### config.mk
export PLATFORM = sky130hd
export DESIGN_NAME = countdown_timer
export DESIGN_NICKNAME = d
export VERILOG_FILES = /design/src/rtl/countdown_timer_pkg.sv /design/src/rtl/countdown_timer_bcd_down_digit.sv /design/src/rtl/countdown_timer.sv
export SDC_FILE = /design/constraint.sdc
export NUM_CORES = 1
export LEC_CHECK = 0
export ABC_AREA = 1
export CAP_MARGIN = 20
export CORE_MARGIN = 4
export CORE_UTILIZATION = 50
export CTS_CLUSTER_SIZE = 16
export DETAILED_ROUTE_END_ITERATION = 6
export HOLD_SLACK_MARGIN = 0.05
export PLACE_DENSITY = 0.88
export SLEW_MARGIN = 40
export SYNTH_ARGS = -nofsm -noshare
export SYNTH_HDL_FRONTEND = slang
export SYNTH_HIERARCHICAL = 1
export SYNTH_SLANG_ARGS = --single-unit
export TNS_END_PERCENT = 1
### constraint.sdc
create_clock -name clk -period 3.8 [get_ports clk]
set_input_delay 1.14 -clock clk [delete_from_list [all_inputs] [get_ports clk]]
set_output_delay 1.14 -clock clk [all_outputs]
set_load 0.1 [all_outputs]
### src/rtl/countdown_timer_pkg.sv
// Shared constants and the per-cycle operation encoding for the MM:SS countdown timer.
package countdown_timer_pkg;

  localparam int DIGIT_W = 4;
  localparam logic [DIGIT_W-1:0] BCD_MAX      = 4'd9;
  localparam logic [DIGIT_W-1:0] SEC_TENS_MAX = 4'd5;

  // One operation wins per cycle; reset is handled separately inside each digit.
  typedef enum logic [1:0] {
    OP_HOLD  = 2'd0,
    OP_CLR   = 2'd1,
    OP_LOAD  = 2'd2,
    OP_COUNT = 2'd3
  } op_e;

  function automatic op_e sel_op(input logic clr, input logic load, input logic count);
    if (clr)        return OP_CLR;
    else if (load)  return OP_LOAD;
    else if (count) return OP_COUNT;
    else            return OP_HOLD;
  endfunction

endpackage

### src/rtl/countdown_timer_bcd_down_digit.sv
// One BCD digit of the time register: clear, parallel load, or decrement with wrap to RELOAD.
module bcd_down_digit
  import countdown_timer_pkg::*;
#(
  parameter int                W      = 4,
  parameter logic [W-1:0]      RELOAD = 4'd9
) (
  input  logic         clk,
  input  logic         rst,
  input  logic         clr,
  input  logic         load,
  input  logic [W-1:0] load_val,
  input  logic         dec,
  output logic [W-1:0] q,
  output logic         borrow_out
);

  logic [W-1:0] r_q;
  logic         w_is_zero;

  assign w_is_zero  = (r_q == '0);
  assign borrow_out = dec & w_is_zero;
  assign q          = r_q;

  always_ff @(posedge clk) begin
    if (rst || clr) begin
      r_q <= '0;
    end else if (load) begin
      r_q <= load_val;
    end else if (dec) begin
      r_q <= w_is_zero ? RELOAD : (r_q - W'(1));
    end
  end

endmodule

### src/rtl/countdown_timer.sv
// Keypad-loaded MM:SS BCD countdown register, decremented once per 1 Hz tick edge.
module countdown_timer
  import countdown_timer_pkg::*;
#(
  parameter int                    DIGIT_W      = countdown_timer_pkg::DIGIT_W,
  parameter logic [DIGIT_W-1:0]    SEC_TENS_MAX = countdown_timer_pkg::SEC_TENS_MAX
) (
  input  logic               clk,
  input  logic               rst,
  input  logic [DIGIT_W-1:0] D,
  input  logic               loadn,
  input  logic               pgt_1Hz,
  input  logic               clr,
  input  logic               enable,
  output logic [DIGIT_W-1:0] sec_ones,
  output logic [DIGIT_W-1:0] sec_tens,
  output logic [DIGIT_W-1:0] min_ones,
  output logic [DIGIT_W-1:0] min_tens,
  output logic               zero,
  output logic               done
);

  localparam logic [DIGIT_W-1:0] W_NINE = DIGIT_W'(9);

  logic r_loadn_q;
  logic r_tick_q;
  logic r_done;

  logic w_key_ev;
  logic w_tick_ev;
  logic w_load;
  logic w_count;
  logic w_at_one;
  op_e  w_op;
  logic w_clr_op;
  logic w_load_op;
  logic w_count_op;
  logic w_b0;
  logic w_b1;
  logic w_b2;
  logic w_b3;

  assign w_key_ev  = r_loadn_q & ~loadn;
  assign w_tick_ev = ~r_tick_q & pgt_1Hz;

  // Enable splits the two modes, so load and count can never both fire.
  assign w_load  = ~enable & w_key_ev & (D <= W_NINE);
  assign w_count = enable & w_tick_ev & ~zero;

  assign w_op       = sel_op(clr, w_load, w_count);
  assign w_clr_op   = (w_op == OP_CLR);
  assign w_load_op  = (w_op == OP_LOAD);
  assign w_count_op = (w_op == OP_COUNT);

  assign zero     = (sec_ones == '0) && (sec_tens == '0) && (min_ones == '0) && (min_tens == '0);
  assign w_at_one = (sec_ones == DIGIT_W'(1)) && (sec_tens == '0) && (min_ones == '0) && (min_tens == '0);
  assign done     = r_done;

  always_ff @(posedge clk) begin
    if (rst) begin
      r_loadn_q <= 1'b1;
      r_tick_q  <= 1'b0;
      r_done    <= 1'b0;
    end else begin
      r_loadn_q <= loadn;
      r_tick_q  <= pgt_1Hz;
      // Only the decrement out of 00:01 lands on 00:00.
      r_done    <= w_count_op & w_at_one;
    end
  end

  bcd_down_digit #(.W(DIGIT_W), .RELOAD(W_NINE)) u_sec_ones (
    .clk(clk), .rst(rst), .clr(w_clr_op), .load(w_load_op), .load_val(D),
    .dec(w_count_op), .q(sec_ones), .borrow_out(w_b0)
  );

  bcd_down_digit #(.W(DIGIT_W), .RELOAD(SEC_TENS_MAX)) u_sec_tens (
    .clk(clk), .rst(rst), .clr(w_clr_op), .load(w_load_op), .load_val(sec_ones),
    .dec(w_b0), .q(sec_tens), .borrow_out(w_b1)
  );

  bcd_down_digit #(.W(DIGIT_W), .RELOAD(W_NINE)) u_min_ones (
    .clk(clk), .rst(rst), .clr(w_clr_op), .load(w_load_op), .load_val(sec_tens),
    .dec(w_b1), .q(min_ones), .borrow_out(w_b2)
  );

  bcd_down_digit #(.W(DIGIT_W), .RELOAD(W_NINE)) u_min_tens (
    .clk(clk), .rst(rst), .clr(w_clr_op), .load(w_load_op), .load_val(min_ones),
    .dec(w_b2), .q(min_tens), .borrow_out(w_b3)
  );

endmodule

* Word-level counts from Yosys, hierarchy flattened
Cells that the tools add are included.
** Operators by class
- Multiplexer cells :: 15
- Order comparisons :: 1
- Add/subtract/negate cells :: 4
- Eq/ne operators :: 4
- Bitwise operators :: 14
- Reductions and logical operators :: 15
** Operators by type and width (count)
- $mux 4 :: 12
- $logic_not 4->1 :: 4
- $sub 4x1->4 const B :: 4
- $and 1x1->1 :: 10
- $reduce_bool 2->1 :: 4
- $logic_and 1x1->1 :: 6
- $mux 2 :: 3
- $eq 2x2->1 const B :: 2
- $eq 4x1->1 const B :: 1
- $le 4x4->1 const B :: 1
- $not 1->1 :: 4
- $eq 2x1->1 const B :: 1
- $logic_or 1x1->1 :: 1
** Storage, ports and cells
- Register bits after elaboration :: 19
- Word-level logic and storage cells :: 60

* Longest topological paths before layout
- Word-level depth :: 15
- Mapped depth :: 19
- Depth with buffers taken out :: 19

* By module
Netlist, hierarchy kept.
** Modules (own cells, without submodules)
- bcd_down_digit (u_min_ones ...) :: seq. area each 80.1 sq um, area an instance 266.5 sq um, times used 3, cells each 41
- bcd_down_digit (u_sec_tens) :: seq. area each 80.1 sq um, area an instance 246.5 sq um, times used 1, cells each 39
- countdown_timer :: seq. area each 60.1 sq um, area an instance 224.0 sq um, times used 1, cells each 39

* Worst setup path before layout
No wires, ideal clock.
- Path kind :: register -> register
- From :: register u_sec_ones.r_q[0] (netlist: u_sec_ones/q[0])
- To :: register u_min_tens.r_q[3] (netlist: u_min_tens/q[3])
- Setup time :: 0.059 ns
- Path buffers :: 0
- Cell stages (with the launch flop) :: 20
- Slack :: 0.355 ns
- Data arrival time :: 3.386 ns
- Path through :: dfxtp_1 -> nor2_1 -> nand2_1 -> nor2_2 -> nand2_2 -> nand3_1 -> inv_1 -> inv_1 -> nor3_1 -> inv_1 -> nor2_1 -> nand2_1 -> nor2_1 -> inv_1 -> nor3_1 -> inv_1 -> nor2_1 -> nand3_1 -> nand3_1 -> and2_1
** Between the ends
- Longest elaborated chain between the ends :: 14
** RTL lines
- from (decl) :: RTL line countdown_timer_bcd_down_digit.sv:18 : logic [W-1:0] r_q;
- from (signal assigned) :: RTL line countdown_timer_bcd_down_digit.sv:29 : r_q <= load_val;
- from (signal assigned) :: RTL line countdown_timer_bcd_down_digit.sv:31 : r_q <= w_is_zero ? RELOAD : (r_q - W'(1));
- $logic_not 4->1 :: RTL line countdown_timer.sv:55 : assign zero = (sec_ones == '0) && (sec_tens == '0) && (min_ones == '0) && (min_tens == '0);
- $logic_and 1x1->1 (3 in series) :: RTL line countdown_timer.sv:55
- $not 1->1 :: RTL line countdown_timer.sv:48 : assign w_count = enable & w_tick_ev & ~zero;
- $and 1x1->1 :: RTL line countdown_timer.sv:48
- $mux 2 :: RTL line countdown_timer_pkg.sv:19 : else if (count) return OP_COUNT;
- $mux 2 :: RTL line countdown_timer_pkg.sv:18 : else if (load) return OP_LOAD;
- $mux 2 :: RTL line countdown_timer_pkg.sv:17 : if (clr) return OP_CLR;
- $eq 2x2->1 :: RTL line countdown_timer.sv:53 : assign w_count_op = (w_op == OP_COUNT);
- net w_count_op :: RTL line countdown_timer.sv:37 : logic w_count_op;
- $and 1x1->1 :: RTL line countdown_timer_bcd_down_digit.sv:22 : assign borrow_out = dec & w_is_zero;
- net w_b0 :: RTL line countdown_timer.sv:38 : logic w_b0;
- $and 1x1->1 :: RTL line countdown_timer_bcd_down_digit.sv:22
- net w_b1 :: RTL line countdown_timer.sv:39 : logic w_b1;
- $and 1x1->1 :: RTL line countdown_timer_bcd_down_digit.sv:22
- net w_b2 :: RTL line countdown_timer.sv:40 : logic w_b2;
- $reduce_bool 2->1 (no source line)
- to (signal assigned) :: RTL line countdown_timer_bcd_down_digit.sv:29
- to (signal assigned) :: RTL line countdown_timer_bcd_down_digit.sv:31
- to (decl) :: RTL line countdown_timer_bcd_down_digit.sv:18
The timed path passes the listed nets, and every way through them passes these cells.
A chain may end at the register's enable or synchronous reset.

* Worst setup path in the final report
- From :: input pgt_1Hz
- To :: register u_min_tens.r_q[3] (netlist: u_min_tens/q[3])
** Between the ends
- Longest elaborated chain between the ends :: 11
** RTL lines
- from (decl) :: RTL line countdown_timer.sv:12 : input logic pgt_1Hz,
- $and 1x1->1 :: RTL line countdown_timer.sv:44 : assign w_tick_ev = ~r_tick_q & pgt_1Hz;
- $and 1x1->1 (2 in series) :: RTL line countdown_timer.sv:48
- $mux 2 :: RTL line countdown_timer_pkg.sv:19
- $mux 2 :: RTL line countdown_timer_pkg.sv:18
- $mux 2 :: RTL line countdown_timer_pkg.sv:17
- $eq 2x2->1 :: RTL line countdown_timer.sv:53
- net w_count_op :: RTL line countdown_timer.sv:37
- $and 1x1->1 :: RTL line countdown_timer_bcd_down_digit.sv:22
- net w_b0 :: RTL line countdown_timer.sv:38
- $and 1x1->1 :: RTL line countdown_timer_bcd_down_digit.sv:22
- net w_b1 :: RTL line countdown_timer.sv:39
- $and 1x1->1 :: RTL line countdown_timer_bcd_down_digit.sv:22
- net w_b2 :: RTL line countdown_timer.sv:40
- $reduce_bool 2->1 (no source line)
The timed path passes the listed nets, and every way through them passes these cells.

==> flow_metrics.env <==
export IMPL_first_pass_iters=4
export IMPL_worstSetupPathType="in2reg"
export IMPL_wl_per_cell_um=11.1
export IMPL_tightest_slew_ns=0.327
export IMPL_setup_tns_ns=0
export IMPL_io_buffers=27
export IMPL_grt_pass1_vias=1177
export IMPL_ios=28
export IMPL_fin_crit_ns=3.43
export IMPL_startpoint_type="primary input"
export IMPL_antenna_found_initial=0
export IMPL_hpwl_um=2270
export IMPL_worstPathArrival_ns=3.68
export IMPL_antennaDiodeCount=0
export IMPL_p_sw_w=0.000111
export IMPL_detail_route_antenna_nets=0
export IMPL_ys_warn_count=6
export IMPL_crit_path_top_delay_cell="clkdlybuf4s50_1"
export IMPL_relSlewSlack_pct=78.0
export IMPL_pwr_share_comb_pct=17.9
export IMPL_cts_resized=0
export IMPL_via_per_inst=5.12
export IMPL_areaGrowthSynthToFinish_pct=24.7
export IMPL_die_area_um2=3400
export IMPL_vias=1342
export IMPL_setup_violations=0
export IMPL_drt_iter0_drc=55
export IMPL_worst_clock_skew_ns=0.00174
export IMPL_fp_row_count=17
export IMPL_hold_slack_ns=0.563
export IMPL_ff_latch_area_um2=380
export IMPL_finalHoldViolCount=0
export IMPL_htree_levels=1
export IMPL_pwr_density_cell_nw_per_um2=239
export IMPL_core_area_um2=2320
export IMPL_ctsHoldBuffers=0
export IMPL_die_h_um=58.3
export IMPL_final_layout_size_suffix_gt1_share_pct=25.2
export IMPL_grt_usage_pct=17.7
export IMPL_internal_power_w=0.000265
export IMPL_clkTransAtPathRegs_ns=0.11
export IMPL_maxCapViolCount=0
export IMPL_slew_violations=0
export IMPL_die_width_um=58.3
export IMPL_insertion_delay_ns=0.29
export IMPL_cp_max_fo=5
export IMPL_rsz0062_at_grt="no"
export IMPL_crit_chain="clkdlybuf4s50_1 -> inv_1 -> nor3_2 -> nand3_1 -> inv_1 -> inv_1 -> nor3_1 -> inv_1 -> nor2_1 -> nand2_1 -> nor2_1 -> inv_1 -> nor3_1 -> buf_4 -> inv_1 -> nor2_1 -> nand3_1 -> nand3_1 -> and2_1"
export IMPL_hold_class="reg2reg"
export IMPL_grt_pass1_wl_um=4730
export IMPL_place_gp_congestion=0.875
export IMPL_fmax_mhz=291
export IMPL_tritoncts="yes"
export IMPL_postRouteWirelength_um=2900
export IMPL_numCtsBuffers=3
export IMPL_crit_family="simple AND/OR/NAND/NOR gates"
export IMPL_status="complete, no violations"
export IMPL_post_place_ws_ns=0.0823
export IMPL_fin_ws_ns=0.368
export IMPL_fill_cells=211
export IMPL_cts_setup_buffers=0
export IMPL_p_seq_share_pct=54.4
export IMPL_vdd_drop_max_v=0.000186
export IMPL_power_w=0.000377
export IMPL_crit_required_ns=4.05
export IMPL_grt_ovfl_total=0
export IMPL_clkPwrFrac_pct=27.7
export IMPL_drc=0
export IMPL_crit_top_cell="inv_1"
export IMPL_start_util_pct=54.6
export IMPL_synth_cells=200
export IMPL_cp_end_kind="register"
export IMPL_min_period_over_period_pct=90.3
export IMPL_cts_root_buf="clkbuf_4"
export IMPL_clk_path_buf_depth=2
export IMPL_grt_max_degree=28
export IMPL_synth_area_per_cell_um2=6.32
export IMPL_slowest_delay_ns=0.45
export IMPL_multi_input_area_um2=761
export IMPL_syn_nets=210
export IMPL_final_nets=245
export IMPL_critPathBufInv=8
export IMPL_power_leakage_nw=0.689
export IMPL_cts_sinks=19
export IMPL_synth_area_um2=1260
export IMPL_switching_share_pct=29.5
==> flip-flops by register name, summed over array words and instances (netlist names) <==
name,cells
u_min_ones/q,4
u_sec_ones/q,4
u_min_tens/q,4
u_sec_tens/q,4
r_tick_q,1
done,1
r_loadn_q,1
==> cell type report <==
class	instances	area share, %
multi-input combinational	148	48.2
timing repair buffer	31	16.2
clock buffer	4	1.67
inverter	32	7.61
tap	28	2.22
sequential	19	24.1
==> metrics by stage <==
step           instance area (um^2)  instances  utilization [%]
4_1_cts                        1580        262             68.1
5_1_grt                        1580        262             68.1
6_report                       1580        262             68.1
2_1_floorplan                  1260        200                -
3_3_place_gp                   1550        258             66.9
3_5_place_dp                   1550        258             66.9
==> cell usage in the layout, fill, tap and decap left out <==
| master | n |
|---|---|
| nand2_1 | 40 |
| dfxtp_1 | 19 |
| or2_2 | 1 |
| nor2_2 | 9 |
| clkbuf_4 | 3 |
| nand3_1 | 21 |
| nor3b_2 | 3 |
| nor2_1 | 35 |
| inv_2 | 7 |
| a211oi_2 | 3 |
| a21oi_1 | 8 |
| inv_1 | 25 |
| clkbuf_1 | 1 |
| nor3_1 | 2 |
| o21ai_0 | 7 |
| and2_1 | 3 |
| nor3b_1 | 1 |
| nor2_4 | 3 |
| buf_4 | 22 |
| clkdlybuf4s50_1 | 9 |
| nor3_2 | 1 |
| a22oi_1 | 3 |
| nand3_2 | 1 |
| nand2_2 | 4 |
| and3_1 | 1 |
| a21oi_2 | 1 |
| or2_4 | 1 |
==> path summary, 6_finish.rpt <==
path	from	endpoint	slack, ns	cells after the start
worst max register to register	u_sec_ones/q[0]	u_min_tens/q[3]	1.12	20
worst max-delay path	pgt_1Hz	u_min_tens/q[3]	0.37	19
worst min-delay path	u_sec_tens/q[3]	u_sec_tens/q[3]	0.56	2
worst min register to register	u_sec_tens/q[3]	u_sec_tens/q[3]	0.56	2
==> worst register-to-register path, stage by stage (launching register included) <==
cell and delay [ns]:
dfxtp_1 0.51, nor2_1 0.09, nand2_1 0.09, nor2_2 0.04, nand2_2 0.08, nand3_1 0.08
inv_1 0.09, inv_1 0.06, nor3_1 0.30, inv_1 0.13, nor2_1 0.15, nand2_1 0.09
nor2_1 0.13, inv_1 0.06, nor3_1 0.18, buf_4 0.16, inv_1 0.04, nor2_1 0.08
nand3_1 0.08, nand3_1 0.08, and2_1 0.11
==> power groups by stage <==
stage / Combinational, W / Sequential [W] / Clock, W
6_report: 0.0000675 / 0.000205 / 0.000104
5_1_grt: 0.0000723 / 0.000205 / 0.000119
4_1_cts: 0.0000675 / 0.000205 / 0.000108
3_5_place_dp: 0.0000674 / 0.000209 / 0
3_3_place_gp: 0.0000665 / 0.000209 / 0
2_1_floorplan: 0.0000364 / 0.000219 / 0
==> routing by layer <==
metal / global-route usage [%] / wire length, um / vias up / part of all wire (%)
met3: 3.07 / 153 / 2 / 5.3
met1: 19.8 / 1260 / 605 / 43
li1: - / - / 701 / -
met5: 0 / 0 / - / 0
met4: 6.95 / 13 / 0 / 0.45
met2: 32.7 / 1470 / 34 / 51
Power figures use the tool's default switching activity.
